$ cat config.mk
export PLATFORM = sky130hd
export DESIGN_NAME = key_conditioner
export DESIGN_NICKNAME = d
export VERILOG_FILES = /design/src/rtl/key_conditioner.sv
export SDC_FILE = /design/constraint.sdc
export NUM_CORES = 1
export LEC_CHECK = 0
export BUFFER_PORTS_ARGS = -buffer_cell sky130_fd_sc_hd__buf_2
export CAP_MARGIN = 20
export CORE_MARGIN = 2
export CORE_UTILIZATION = 62
export CTS_CLUSTER_DIAMETER = 80
export DETAILED_ROUTE_END_ITERATION = 8
export GPL_TIMING_DRIVEN = 0
export PLACE_DENSITY = 0.76
export SETUP_SLACK_MARGIN = 0.15
export SLEW_MARGIN = 20
export SYNTH_ARGS = -nofsm -noshare
export SYNTH_HDL_FRONTEND = slang
export SYNTH_SLANG_ARGS = --single-unit
$ cat constraint.sdc
create_clock -name i_clk -period 3.1 [get_ports i_clk]
set_clock_uncertainty 0.2 [all_clocks]
set_input_delay 0.775 -clock i_clk [delete_from_list [all_inputs] [get_ports i_clk]]
set_output_delay 0.775 -clock i_clk [all_outputs]
set_load 0.005 [all_outputs]
$ cat src/rtl/key_conditioner.sv
// Push-button conditioner: 2-flop sync, debounce, short-press pulse (o_key) and long-press hold (o_delay).
// Latency: pin edge to o_pressed/o_key/o_delay-fall is DEBOUNCE_CYCLES+3 clocks; no backpressure, all outputs registered.
module key_conditioner #(
  parameter int DEBOUNCE_CYCLES = 500000,
  parameter int HOLD_CYCLES     = 100000000,
  parameter bit KEY_ACTIVE_LOW  = 1'b1
) (
  input  logic i_clk,
  input  logic i_rst_n,
  input  logic i_key_raw,
  output logic o_key,
  output logic o_delay,
  output logic o_pressed
);

  localparam int DW = $clog2(DEBOUNCE_CYCLES);
  localparam int HW = $clog2(HOLD_CYCLES);
  localparam logic [DW-1:0] D_LAST = DW'(DEBOUNCE_CYCLES - 1);
  localparam logic [HW-1:0] H_LAST = HW'(HOLD_CYCLES - 1);
  // Raw pin level when the button is not pressed.
  localparam logic RELEASED = KEY_ACTIVE_LOW;

  generate
    if (DEBOUNCE_CYCLES < 2 || HOLD_CYCLES < 2) begin : g_param_check
      $error("key_conditioner: DEBOUNCE_CYCLES and HOLD_CYCLES must be >= 2");
    end
  endgenerate

  typedef enum logic [2:0] {
    IDLE,
    DB_PRESS,
    PRESSED,
    HELD,
    DB_REL
  } state_t;

  state_t          state, state_nxt;
  logic            sync1, sync2, key_s;
  logic [DW-1:0]   dcnt, dcnt_nxt;
  logic [HW-1:0]   hcnt, hcnt_nxt;
  logic            short_q, short_nxt;
  logic            key_nxt, delay_nxt, pressed_nxt;

  always_ff @(posedge i_clk or negedge i_rst_n) begin
    if (!i_rst_n) begin
      sync1 <= RELEASED;
      sync2 <= RELEASED;
    end else begin
      sync1 <= i_key_raw;
      sync2 <= sync1;
    end
  end

  assign key_s = sync2 ^ RELEASED;

  always_ff @(posedge i_clk or negedge i_rst_n) begin
    if (!i_rst_n) begin
      state     <= IDLE;
      dcnt      <= '0;
      hcnt      <= '0;
      short_q   <= 1'b0;
      o_key     <= 1'b0;
      o_delay   <= 1'b0;
      o_pressed <= 1'b0;
    end else begin
      state     <= state_nxt;
      dcnt      <= dcnt_nxt;
      hcnt      <= hcnt_nxt;
      short_q   <= short_nxt;
      o_key     <= key_nxt;
      o_delay   <= delay_nxt;
      o_pressed <= pressed_nxt;
    end
  end

  // Counters only advance below their terminal value, so they can never wrap.
  always_comb begin
    state_nxt   = state;
    dcnt_nxt    = dcnt;
    hcnt_nxt    = hcnt;
    short_nxt   = short_q;
    key_nxt     = 1'b0;
    delay_nxt   = o_delay;
    pressed_nxt = o_pressed;
    case (state)
      IDLE: begin
        if (key_s) begin
          state_nxt = DB_PRESS;
          dcnt_nxt  = '0;
        end
      end
      DB_PRESS: begin
        if (!key_s) begin
          state_nxt = IDLE;
        end else if (dcnt == D_LAST) begin
          state_nxt   = PRESSED;
          hcnt_nxt    = '0;
          pressed_nxt = 1'b1;
        end else begin
          dcnt_nxt = dcnt + 1'b1;
        end
      end
      PRESSED: begin
        // Release is checked first so a release on the terminal hold count stays short.
        if (!key_s) begin
          state_nxt = DB_REL;
          short_nxt = 1'b1;
          dcnt_nxt  = '0;
        end else if (hcnt == H_LAST) begin
          state_nxt = HELD;
          delay_nxt = 1'b1;
        end else begin
          hcnt_nxt = hcnt + 1'b1;
        end
      end
      HELD: begin
        if (!key_s) begin
          state_nxt = DB_REL;
          short_nxt = 1'b0;
          dcnt_nxt  = '0;
        end
      end
      DB_REL: begin
        if (key_s) begin
          state_nxt = short_q ? PRESSED : HELD;
        end else if (dcnt == D_LAST) begin
          state_nxt   = IDLE;
          pressed_nxt = 1'b0;
          delay_nxt   = 1'b0;
          key_nxt     = short_q;
        end else begin
          dcnt_nxt = dcnt + 1'b1;
        end
      end
      default: state_nxt = IDLE;
    endcase
  end

endmodule

Yosys cells after proc, flatten, opt, wreduce, memory -nomap -nowiden. Cells that the tools add are included.

Register bits after elaboration: 55. Word-level logic and storage cells: 79.

$add $sub $neg: 2. Equal/unequal tests: 20. Muxes and demuxes: 35. Reduce and logical (&&, ||, !) cells: 13.

Operators with widths (count): 2-to-1 mux 27 bit (4); 2-to-1 mux 19 bit (5); case mux 19 bit (4 select lines) (1); case mux 27 bit (2 select lines) (1); adder 27 x 1 -> 27 bit (second input constant) (1); == test 27 bit (second input constant) (1); AND reduction 5 bit (5); 2-to-1 mux 3 bit (8); inequality test 2 bit (second input constant) (10); adder 19 x 1 -> 19 bit (second input constant) (1); == test 19 bit (second input constant) (1); case mux 3 bit (5 select lines) (1); 2-to-1 mux 1 bit (12); inequality test 3 bit (second input constant) (3); nonzero test 2 bit (4); == test 3 x 2 -> 1 bit (second input constant) (2); case mux 1 bit (2 select lines) (3); nonzero test 4 bit (1); == test 3 x 1 -> 1 bit (second input constant) (1); == test 3 bit (second input constant) (1); zero test 3 bit (1); AND reduction 3 bit (1); inequality test 2 x 1 -> 1 bit (second input constant) (1); OR reduction 2 bit (1).

Longest topological paths before layout. Gate-level depths: netlist (run 1).

Depth after elaboration: 4. Gate-level depth with buffers: 9. Depth with buffers taken out: 7.

Worst setup path after synthesis (run 1). OpenSTA, ideal clock, no wires.

Path kind: reg-to-reg. Start: reg hcnt[17]. End: reg hcnt[17]. Library setup time: 0.126 ns. Arrival time: 2.189 ns. Data required time: 2.774 ns. Slack: 0.585 ns. Stages on the path, launching flop included: 6. Path buffers: 1. Clock period less this slack: 2.515 ns. Path through: dfrtp_1 -> or4_1 -> or4_4 -> o31a_1 -> buf_2 -> a221o_1.

Cells in the longest elaborated chain, start to end: 4. Elaborated cells on any way between the ends: 7. Those cells by class: add/sub: 1; eq/ne: 2; mux: 3; reduce/logical: 1.

Ends and longest elaborated chain: start: declaration (line 40) `logic [HW-1:0] hcnt, hcnt_nxt;`; start signal: assignment (line 68) `hcnt <= hcnt_nxt;`; adder 27 x 1 -> 27 bit (line 113) `hcnt_nxt = hcnt + 1'b1;`; 2-to-1 mux 27 bit (line 109) `end else if (hcnt == H_LAST) begin`; 2-to-1 mux 27 bit (line 105) `if (!key_s) begin`; case mux 27 bit (2 select lines) (line 85) `case (state)`.

Parallel ways exist; a longest one is shown, timed or not. The select of a mux whose other input is x is not followed. A chain may end at the register's enable or synchronous reset.

Worst setup path in the final report (run 1).
Start: reg hcnt[17]. End: reg hcnt[19].

Same word-level chain as after synthesis.

==> results.json, run 1 <==
{
  "placed_cell_area_sq_um": 3240,
  "rrSetupSlack_ns": 0.35,
  "end_kind": "flop",
  "h-tree-depth": 2,
  "drc": 0,
  "antenna_found_initial": 0,
  "coreArea_sq_um": 4790,
  "setup-violations-final": 0,
  "r2r_start": "hcnt[17]$_DFFE_PN0P_",
  "area_growth_pct": 7.88,
  "ys_top_cells_by_area": "dfrtp_1, a31oi_1, nand2_1",
  "period_minus_slack_ns": 2.75,
  "multi_input_area_sq_um": 1650,
  "arrival_ns": 2.79,
  "p_leak_nw": 1.39,
  "rsz0062_at_grt": "false",
  "worst_slack_ns": 0.350,
  "yosys_most_used_dff": "dfrtp_1",
  "finish.utilization": 0.705,
  "start_util": 0.654,
  "timing.fmax_ghz": 0.364,
  "worst_ep_required_time_ns": 3.14,
  "finalMaxSlewViolations": 0,
  "syn_avg_cell_area_sq_um": 8.48,
  "tritoncts": "built",
  "gr-total-overflow": 0,
  "drtAntennaViolNets": 0,
  "synth_seq_area_share": 0.441,
  "yosysTopAreaCellShare": 0.424,
  "die_h_microns": 75.0,
  "postCtsHoldBufs": 0,
  "synthDistinctLibCells": 55,
  "r2r_end": "hcnt[19]$_DFFE_PN0P_",
  "die_area_sq_um": 5630,
  "status": "completed",
  "hp-class": "reg -> reg",
  "whs_path_depth": 0,
  "hold_path_end": "sync2$_DFF_PN1_",
  "dp_hpwl_microns": 5120,
  "io_pins": 6,
  "io_buffers": 5,
  "start_kind": "flop",
  "drt_iter0_markers": 209,
  "routed_wl_microns": 7390,
  "gp_congestion": 0.868,
  "irDropWorstVdd_mv": 0.259,
  "fin_crit_sh": 0.887,
  "cts_setup_buffers": 0,
  "whs_ns": 0.172,
  "place_inst": 441,
  "clock-root-buffer": "clkbuf_8",
  "powerDensity_nw_per_um2": 384,
  "grt_pass1_wl_microns": 12100,
  "critPathKind": "reg -> reg",
  "maxSlewHeadroom": 0.540,
  "vias": 2932,
  "num_rows": 25,
  "cp_max_fo": 10,
  "clock_latency_ns": 0.31,
  "syn_area_sq_um": 3130,
  "yosysWarningCount": 0,
  "synth_cells": 369,
  "grt_pass1_vias": 2614,
  "min_from": "sync1$_DFF_PN1_",
  "grt_max_degree": 56,
  "clockBufferDepth": 2,
  "cts_inserted_buffers": 5,
  "synth_top_area_cell": "dfrtp_1",
  "grt.total_usage": 0.281,
  "antenna-diode-count": 0,
  "fin_area_sq_um": 3380,
  "n_fill_cell": 392,
  "fin_nets": 386,
  "seq_area_sq_um": 1380,
  "worst-r2r-cell-count": 7,
  "drive_above_1_share": 0.0890,
  "max_cap_violations": 0,
  "die_w_microns": 75.0,
  "final_cells": 449,
  "syn_nets": 374,
  "finalHoldViolCount": 0,
  "cts_resized": 0,
  "ys_async_sr_fraction": 1.00,
  "clkSinkCount": 55,
  "ys_seq_elements": 55,
  "synth_edf_count": 0,
  "tns_ns": 0,
  "final_common_cell": "dfrtp_1",
  "clkTransAtPathRegs_ns": 0.10,
  "avgViaCountPerCell": 6.53,
  "dr.pass1.iters": 5,
  "dp_slack_ns": 0.258,
  "power_mw": 1.30,
  "mostFrequentLayoutCells": "dfrtp_1, nand2_1, nor2_1",
  "post_drt_wl_per_cell_microns": 16.5,
  "worst_slew_pin_slew_ns": 0.690
}
-- cell usage after synthesis, types with 3 or more instances --
| cell type | count |
|---|---|
| a21oi_1 | 15 |
| o31ai_1 | 5 |
| inv_1 | 9 |
| dfrtp_1 | 53 |
| nand2_1 | 48 |
| nor2_1 | 41 |
| nand4_1 | 12 |
| clkbuf_1 | 16 |
| o21ai_0 | 25 |
| nand2b_1 | 3 |
| a41oi_1 | 6 |
| nor4bb_1 | 3 |
| and3_1 | 7 |
| o21a_1 | 5 |
| o21ai_1 | 6 |
| a31oi_1 | 34 |
| buf_2 | 3 |
| nand3_1 | 18 |
| or4_1 | 4 |
| nor4_1 | 4 |
| or3_1 | 7 |
| nor3_1 | 5 |
-- flip-flops by register name, indices dropped and copies added (netlist names) --
register,count
dcnt,19
hcnt,27
o_delay,1
o_key,1
o_pressed,1
short_q,1
state,3
sync1,1
sync2,1
-- per-layer routing --
layer	part of all wire	vias up	GRT usage
met5	0	-	0
met4	0.015	0	0.0893
met3	0.044	10	0.0535
met2	0.51	98	0.494
met1	0.43	1429	0.349
li1	-	1395	-
-- power by group --
| group | internal, mW | switching [mW] | leakage, nW | total [mW] |
|---|---|---|---|---|
| sequential | 0.738 | 0.0272 | 0.756 | 0.766 |
| combinational | 0.0292 | 0.0619 | 0.579 | 0.0911 |
| clock | 0.204 | 0.235 | 0.0505 | 0.439 |
| total | 0.971 | 0.325 | 1.39 | 1.30 |
-- worst max-delay path, stage by stage, from the launching register on --
cell and delay [ns]:
dfrtp_1 0.44, or4_1 0.56, or4_1 0.54, or3_4 0.37, nand3_2 0.18, buf_6 0.17
a21oi_1 0.05, a21oi_1 0.16
-- cell type report --
cell class / instances / area share
clock inverters: 1 / 0.00222
well taps: 67 / 0.0248
clock buffers: 7 / 0.0285
plain buffers: 21 / 0.0293
multi-input cells: 284 / 0.489
inverters: 9 / 0.0100
repair buffers: 5 / 0.00815
flip-flops and latches: 55 / 0.408
-- logic make-up (layout without fill, tap and decap cells) --
| kind of cell | count (synthesis) | in the layout | synth area share |
|---|---|---|---|
| buffers and inverters | 30 | 43 | 0.0420 |
| xor gates and xnor gates | 1 | 1 | 0.00280 |
| AOI/OAI and AO/OA | 111 | 111 | 0.228 |
| and+or+nand+nor | 168 | 168 | 0.272 |
| adders and majority gates | 2 | 2 | 0.00800 |
| muxes | 2 | 2 | 0.00640 |
| DFF | 55 | 55 | 0.441 |
-- worst max path at each step --
| stage | start | end | slack (ns) | cells past startpoint |
|---|---|---|---|---|
| finish | hcnt[17]$_DFFE_PN0P_ | hcnt[19]$_DFFE_PN0P_ | 0.35 | 7 |
| global route | dcnt[0]$_DFFE_PN0P_ | dcnt[1]$_DFFE_PN0P_ | 0.17 | 8 |
| CTS | hcnt[0]$_DFFE_PN0P_ | hcnt[22]$_DFFE_PN0P_ | 0.23 | 8 |
| detailed placement | hcnt[0]$_DFFE_PN0P_ | hcnt[22]$_DFFE_PN0P_ | 0.26 | 8 |
| global placement | dcnt[0]$_DFFE_PN0P_ | dcnt[16]$_DFFE_PN0P_ | 0.33 | 8 |
| floorplan | hcnt[17]$_DFFE_PN0P_ | hcnt[17]$_DFFE_PN0P_ | 0.59 | 5 |
No activity file was read; power rests on OpenSTA's default activity.
==> run 2: changes to the inputs <==
--- a/config.mk
+++ b/config.mk
@@ -5,14 +5,15 @@
 export SDC_FILE = /design/constraint.sdc
 export NUM_CORES = 1
 export LEC_CHECK = 0
+export ABC_AREA = 1
 export BUFFER_PORTS_ARGS = -buffer_cell sky130_fd_sc_hd__buf_2
 export CAP_MARGIN = 20
 export CORE_MARGIN = 2
-export CORE_UTILIZATION = 62
+export CORE_UTILIZATION = 63
 export CTS_CLUSTER_DIAMETER = 80
 export DETAILED_ROUTE_END_ITERATION = 8
 export GPL_TIMING_DRIVEN = 0
-export PLACE_DENSITY = 0.76
+export PLACE_DENSITY = 0.77
 export SETUP_SLACK_MARGIN = 0.15
 export SLEW_MARGIN = 20
 export SYNTH_ARGS = -nofsm -noshare
==> run 2 against run 1 <==
  * Critical path depth rose by 2
  * Register-to-register slack improved by 0.38 ns
  * Hold slack worse by 0.019 ns
  * Synthesized area up 12%
==> results.json, run 2 <==
{
  "drt_iter0_markers": 153,
  "synth_edf_count": 0,
  "critPathKind": "reg -> reg",
  "period_minus_slack_ns": 2.37,
  "vias": 3130,
  "multi_input_area_sq_um": 1860,
  "max_cap_violations": 0,
  "die_w_microns": 78.5,
  "finalHoldViolCount": 0,
  "cts_inserted_buffers": 5,
  "clockBufferDepth": 2,
  "top_regs": "hcnt x27, dcnt x19, state x3",
  "ys_async_sr_fraction": 1.00,
  "ys_top_cells_by_area": "dfrtp_1, nand2_1, xor2_1",
  "path_common_cell": "nand2_1",
  "synth_top_family_by_area": "simple AND/OR/NAND/NOR gates",
  "antenna-diode-count": 0,
  "dr.pass1.iters": 5,
  "post_drt_wl_per_cell_microns": 13.5,
  "top_usage_layer": "met2",
  "fin_nets": 513,
  "grt_pass1_wl_microns": 13100,
  "start_util": 0.643,
  "io_pins": 6,
  "crit_path_max_incr_delay_ns": 0.41,
  "drive_above_1_share": 0.0825,
  "synthSimpleGateAreaFrac": 0.373,
  "synth_compound_area_frac": 0.0652,
  "worst_slew_pin_slew_ns": 0.691,
  "cp_max_fo": 10,
  "arrival_ns": 2.36,
  "drc": 0,
  "clkTransAtPathRegs_ns": 0.11,
  "rsz0062_at_grt": "false",
  "gp_congestion": 0.953,
  "p_leak_nw": 1.61,
  "io_buffers": 5,
  "synth_seq_area_share": 0.395,
  "grt.total_usage": 0.269,
  "syn_nets": 501,
  "antenna_found_initial": 0,
  "synth_top_area_cell": "dfrtp_1",
  "yosys-top-cells-count": "nand2_1, nor2_1, dfrtp_1",
  "synthDistinctLibCells": 30,
  "synthMuxAreaShare": 0,
  "drtAntennaViolNets": 0,
  "n_fill_cell": 501,
  "area_growth_pct": 6.70,
  "fin_crit_sh": 0.764,
  "yosys_most_used_dff": "dfrtp_1",
  "grt_pass1_vias": 2861,
  "syn_avg_cell_area_sq_um": 7.05,
  "finalMaxSlewViolations": 0,
  "timing.fmax_ghz": 0.422,
  "yosysMostFrequentCell": "nand2_1",
  "mostFrequentLayoutCells": "nand2_1, nor2_1, dfrtp_1",
  "synth_adder_area_share": 0.00716,
  "coreArea_sq_um": 5440,
  "dp_hpwl_microns": 5690,
  "hp-class": "reg -> reg",
  "die_area_sq_um": 6160,
  "seq_area_sq_um": 1380,
  "power_mw": 2.03,
  "cp_top_family": "simple AND/OR/NAND/NOR gates",
  "tritoncts": "built",
  "yosysTopAreaCellShare": 0.380,
  "status": "completed",
  "die_h_microns": 78.5,
  "worst_ep_required_time_ns": 3.09,
  "largest_reg_flops": 27,
  "syn_area_sq_um": 3490,
  "routed_wl_microns": 7830,
  "clkSinkCount": 55,
  "crit_buf_inv": 2,
  "powerDensity_nw_per_um2": 543,
  "crit_chain": "ha_1 > nand3_1 > inv_1 > nand2_1 > nor2_1 > nand2_1 > nand2_1 > clkbuf_1 > o21ai_0",
  "setup-violations-final": 0,
  "synth_xor_xnor_area_share": 0.0877,
  "grt.met3_usage": 0.0402,
  "start_kind": "flop",
  "maxSlewHeadroom": 0.540,
  "clock_latency_ns": 0.33,
  "irDropWorstVdd_mv": 0.318,
  "h-tree-depth": 2,
  "ys_seq_elements": 55,
  "cts_setup_buffers": 0,
  "avgViaCountPerCell": 5.39,
  "slowest_stage": "dfrtp_1",
  "top_register": "hcnt",
  "end_kind": "flop",
  "num_rows": 27,
  "met1_usage": 0.361,
  "cts_resized": 0,
  "postCtsHoldBufs": 0,
  "clock-root-buffer": "clkbuf_8",
  "yosysWarningCount": 0,
  "globalRouteMet2Util": 0.453,
  "tns_ns": 0,
  "grt_max_degree": 56,
  "final_common_cell": "nand2_1",
  "synth_cells": 496,
  "gr-total-overflow": 0
}
-- run 2: metrics by stage --
step	hold slack [ns]	instance area [sq um]	std cells	setup slack [ns]	utilization
after CTS	0.160	3730	581	0.771	0.686
after global placement	0.147	3610	573	0.904	0.664
after global routing	0.154	3730	581	0.541	0.686
after detailed placement	0.147	3610	573	0.811	0.664
after floorplan	0.145	3490	496	1.25	-
final	0.154	3730	581	0.731	0.686
-- run 2: routing by layer --
metal  wire, microns  share of wire  vias up
met3             282          0.036        9
met5               0              0        -
met4             106          0.014        0
met1            3700           0.47     1464
met2            3740           0.48       59
li1                -              -     1598
-- run 2: path summary, 6_finish.rpt --
kind | startpoint | slack (ns) | end | depth (start not counted)
worst max-delay path | hcnt[0]$_DFFE_PN0P_ | 0.73 | hcnt[15]$_DFFE_PN0P_ | 9
worst min-delay path | sync1$_DFF_PN1_ | 0.15 | sync2$_DFF_PN1_ | 0
worst max register to register | hcnt[0]$_DFFE_PN0P_ | 0.73 | hcnt[15]$_DFFE_PN0P_ | 9
worst min register to register | sync1$_DFF_PN1_ | 0.15 | sync2$_DFF_PN1_ | 0
max in group asynchronous | i_rst_n | 1.96 | hcnt[11]$_DFFE_PN0P_ | 1
min in group asynchronous | i_rst_n | 0.28 | dcnt[7]$_DFFE_PN0P_ | 1
-- run 2: cells by family (layout without fill, tap and decap cells) --
| logic type | after synthesis | after routing |
|---|---|---|
| compound gates | 43 | 43 |
| buf+inv | 58 | 71 |
| fa+ha+maj | 2 | 2 |
| xor+xnor | 35 | 35 |
| flops | 55 | 55 |
| simple gates | 303 | 303 |
-- run 2: power breakdown --
part           switching, mW  internal, mW
Combinational          0.477         0.214
Sequential            0.0632         0.764
Clock                  0.262         0.245
Total                  0.802          1.22
-- run 2: cell type report --
cell class / instances / share of cell area
Multi-Input combinational cell: 383 / 0.500
Timing Repair Buffer: 5 / 0.00738
Tap cell: 72 / 0.0242
Clock inverter: 3 / 0.0128
Buffer: 9 / 0.0178
Inverter: 49 / 0.0500
Sequential cell: 55 / 0.370
Clock buffer: 5 / 0.0185
-- run 2: worst register-to-register path, cell delays in order (launching register included) --
cell      delay [ns]
dfrtp_1         0.41
ha_1            0.23
nand3_1         0.15
inv_1           0.13
nand2_1         0.11
nor2_1          0.20
nand2_1         0.11
nand2_1         0.13
clkbuf_1        0.39
o21ai_0         0.18
==> run 3: changes to the inputs <==
==> constraint.sdc (replaced) <==
create_clock -name i_clk -period 2.3 [get_ports i_clk]
set_clock_uncertainty 0.2 [all_clocks]
set_input_delay 0.575 -clock i_clk [delete_from_list [all_inputs] [get_ports i_clk]]
set_output_delay 0.575 -clock i_clk [all_outputs]
set_load 0.005 [all_outputs]
==> run 3 against run 2 <==
  * Critical path depth grew 2
  * Highest routed layer unchanged
  * First-iteration DRC count up 8.5%
  * Non-clock buffer count up 5
  * Final cell count is 0.86% higher
  * Sequential power is 35% higher
  * Fmax rose by 16%
==> results.json, run 3 (synthesis gave the netlist of run 2 again) <==
{
  "dp_hpwl_microns": 5690,
  "fin_area_sq_um": 3820,
  "cts_inserted_buffers": 5,
  "crit_start": "hcnt[0]$_DFFE_PN0P_",
  "dr.pass1.iters": 5,
  "area_growth_pct": 9.24,
  "p_leak_nw": 1.64,
  "cp_max_fo": 10,
  "antenna_found_initial": 0,
  "clock_latency_ns": 0.33,
  "grt_pass1_vias": 2865,
  "rsz0062_at_grt": "false",
  "drt_iter0_markers": 166,
  "clockBufferDepth": 2,
  "finalMaxSlewViolations": 0,
  "antenna-diode-count": 0,
  "worst_slew_pin_slew_ns": 0.692,
  "rrSetupSlack_ns": 0.26,
  "drtAntennaViolNets": 0,
  "gr-total-overflow": 0,
  "avgViaCountPerCell": 5.41,
  "clock-root-buffer": "clkbuf_8",
  "drc": 0,
  "top_usage_layer": "met2",
  "coreArea_sq_um": 5440,
  "globalRouteMet2Util": 0.453,
  "die_h_microns": 78.5,
  "clkTransAtPathRegs_ns": 0.12,
  "grt_max_degree": 56,
  "powerDensity_nw_per_um2": 740,
  "final_common_cell": "nand2_1",
  "end_kind": "flop",
  "top_register": "hcnt",
  "setup-violations-final": 0,
  "placed_cell_area_sq_um": 3610,
  "max_cap_violations": 0,
  "hp-class": "in -> async",
  "mostFrequentLayoutCells": "nand2_1, nor2_1, dfrtp_1",
  "start_util": 0.643,
  "met1_usage": 0.362,
  "arrival_ns": 2.11,
  "maxSlewHeadroom": 0.539,
  "grt_pass1_wl_microns": 13200,
  "fin_nets": 518,
  "status": "completed",
  "start_kind": "flop",
  "largest_reg_flops": 27,
  "tritoncts": "built",
  "grt.met3_usage": 0.0402,
  "die_area_sq_um": 6160,
  "slowest_stage": "dfrtp_1",
  "num_rows": 27,
  "period_minus_slack_ns": 2.04,
  "path_common_cell": "nand2_1",
  "die_w_microns": 78.5,
  "vias": 3172,
  "gp_congestion": 0.953,
  "io_buffers": 5,
  "drive_above_1_share": 0.113,
  "top_regs": "hcnt x27, dcnt x19, state x3",
  "irDropWorstVdd_mv": 0.437,
  "post_drt_wl_per_cell_microns": 13.7,
  "grt.total_usage": 0.270,
  "io_pins": 6,
  "tns_ns": 0,
  "critPathKind": "reg -> reg",
  "crit_chain": "ha_4 > nand3_2 > inv_2 > nand2_1 > nor2_2 > nand3_1 > nand3_2 > buf_6 > buf_6 > nand2_1 > nand2_1",
  "clkSinkCount": 55,
  "whs_ns": 0.0709,
  "finalHoldViolCount": 0,
  "routed_wl_microns": 8010,
  "crit_path_max_incr_delay_ns": 0.43,
  "fin_crit_sh": 0.887,
  "r2r_start": "hcnt[0]$_DFFE_PN0P_",
  "timing.fmax_ghz": 0.490,
  "h-tree-depth": 2,
  "worst_ep_required_time_ns": 2.37
}
run 3: timing repair:
action / CTS / global route
pin swaps: 0 / 2
setup buffers: 0 / 5
resized for setup: 5 / 10
hold buffers: 0 / 0
endpoints found under the setup margin: 34 / 41
run 3: final cells by class:
type	instances	area [sq um]
Inverter	49	186
Clock buffer	5	68.8
Tap cell	72	90.1
Sequential cell	55	1380
Fill cell	485	1620
Clock inverter	3	47.5
Multi-Input combinational cell	383	1910
Timing Repair Buffer	10	65.1
Buffer	9	68.8
run 3: routing by layer:
layer  wire [microns]  vias up
li1                 -     1612
met1             3620     1462
met2             3940       85
met3              331       13
met4              111        0
met5                0        -
run 3: power breakdown:
group | total (mW) | internal, mW | leakage [nW] | switching, mW
logic | 1.02 | 0.340 | 0.824 | 0.678
registers | 1.12 | 1.03 | 0.753 | 0.0890
clock network | 0.689 | 0.331 | 0.0587 | 0.358
run 3: through the flow:
stage / util / total power, mW / worst slack (ns) / instances
after CTS: 0.688 / 2.74 / 0.152 / 581
final: 0.702 / 2.83 / 0.260 / 586
after global placement: 0.664 / 2.05 / 0.104 / 573
after detailed placement: 0.664 / 2.06 / 0.0111 / 573
after floorplan: - / 1.82 / 0.454 / 496
after global routing: 0.702 / 2.97 / 0.119 / 586
run 3: worst paths after layout:
path / endpoint / depth (start not counted)
max: hcnt[13]$_DFFE_PN0P_ / 11
max reg2reg: hcnt[13]$_DFFE_PN0P_ / 11
min in group i_clk: sync1$_DFF_PN1_ / 1
min reg2reg: sync2$_DFF_PN1_ / 0
min: dcnt[7]$_DFFE_PN0P_ / 1
max in group asynchronous: dcnt[0]$_DFFE_PN0P_ / 1
run 3: worst max-delay path: cells and delay by family, from the launching register on:
kind | cells | cell delay, ns
adders and majority gates | 1 | 0.18
buffers and inverters | 3 | 0.40
DFF | 1 | 0.43
and+or+nand+nor | 7 | 0.75
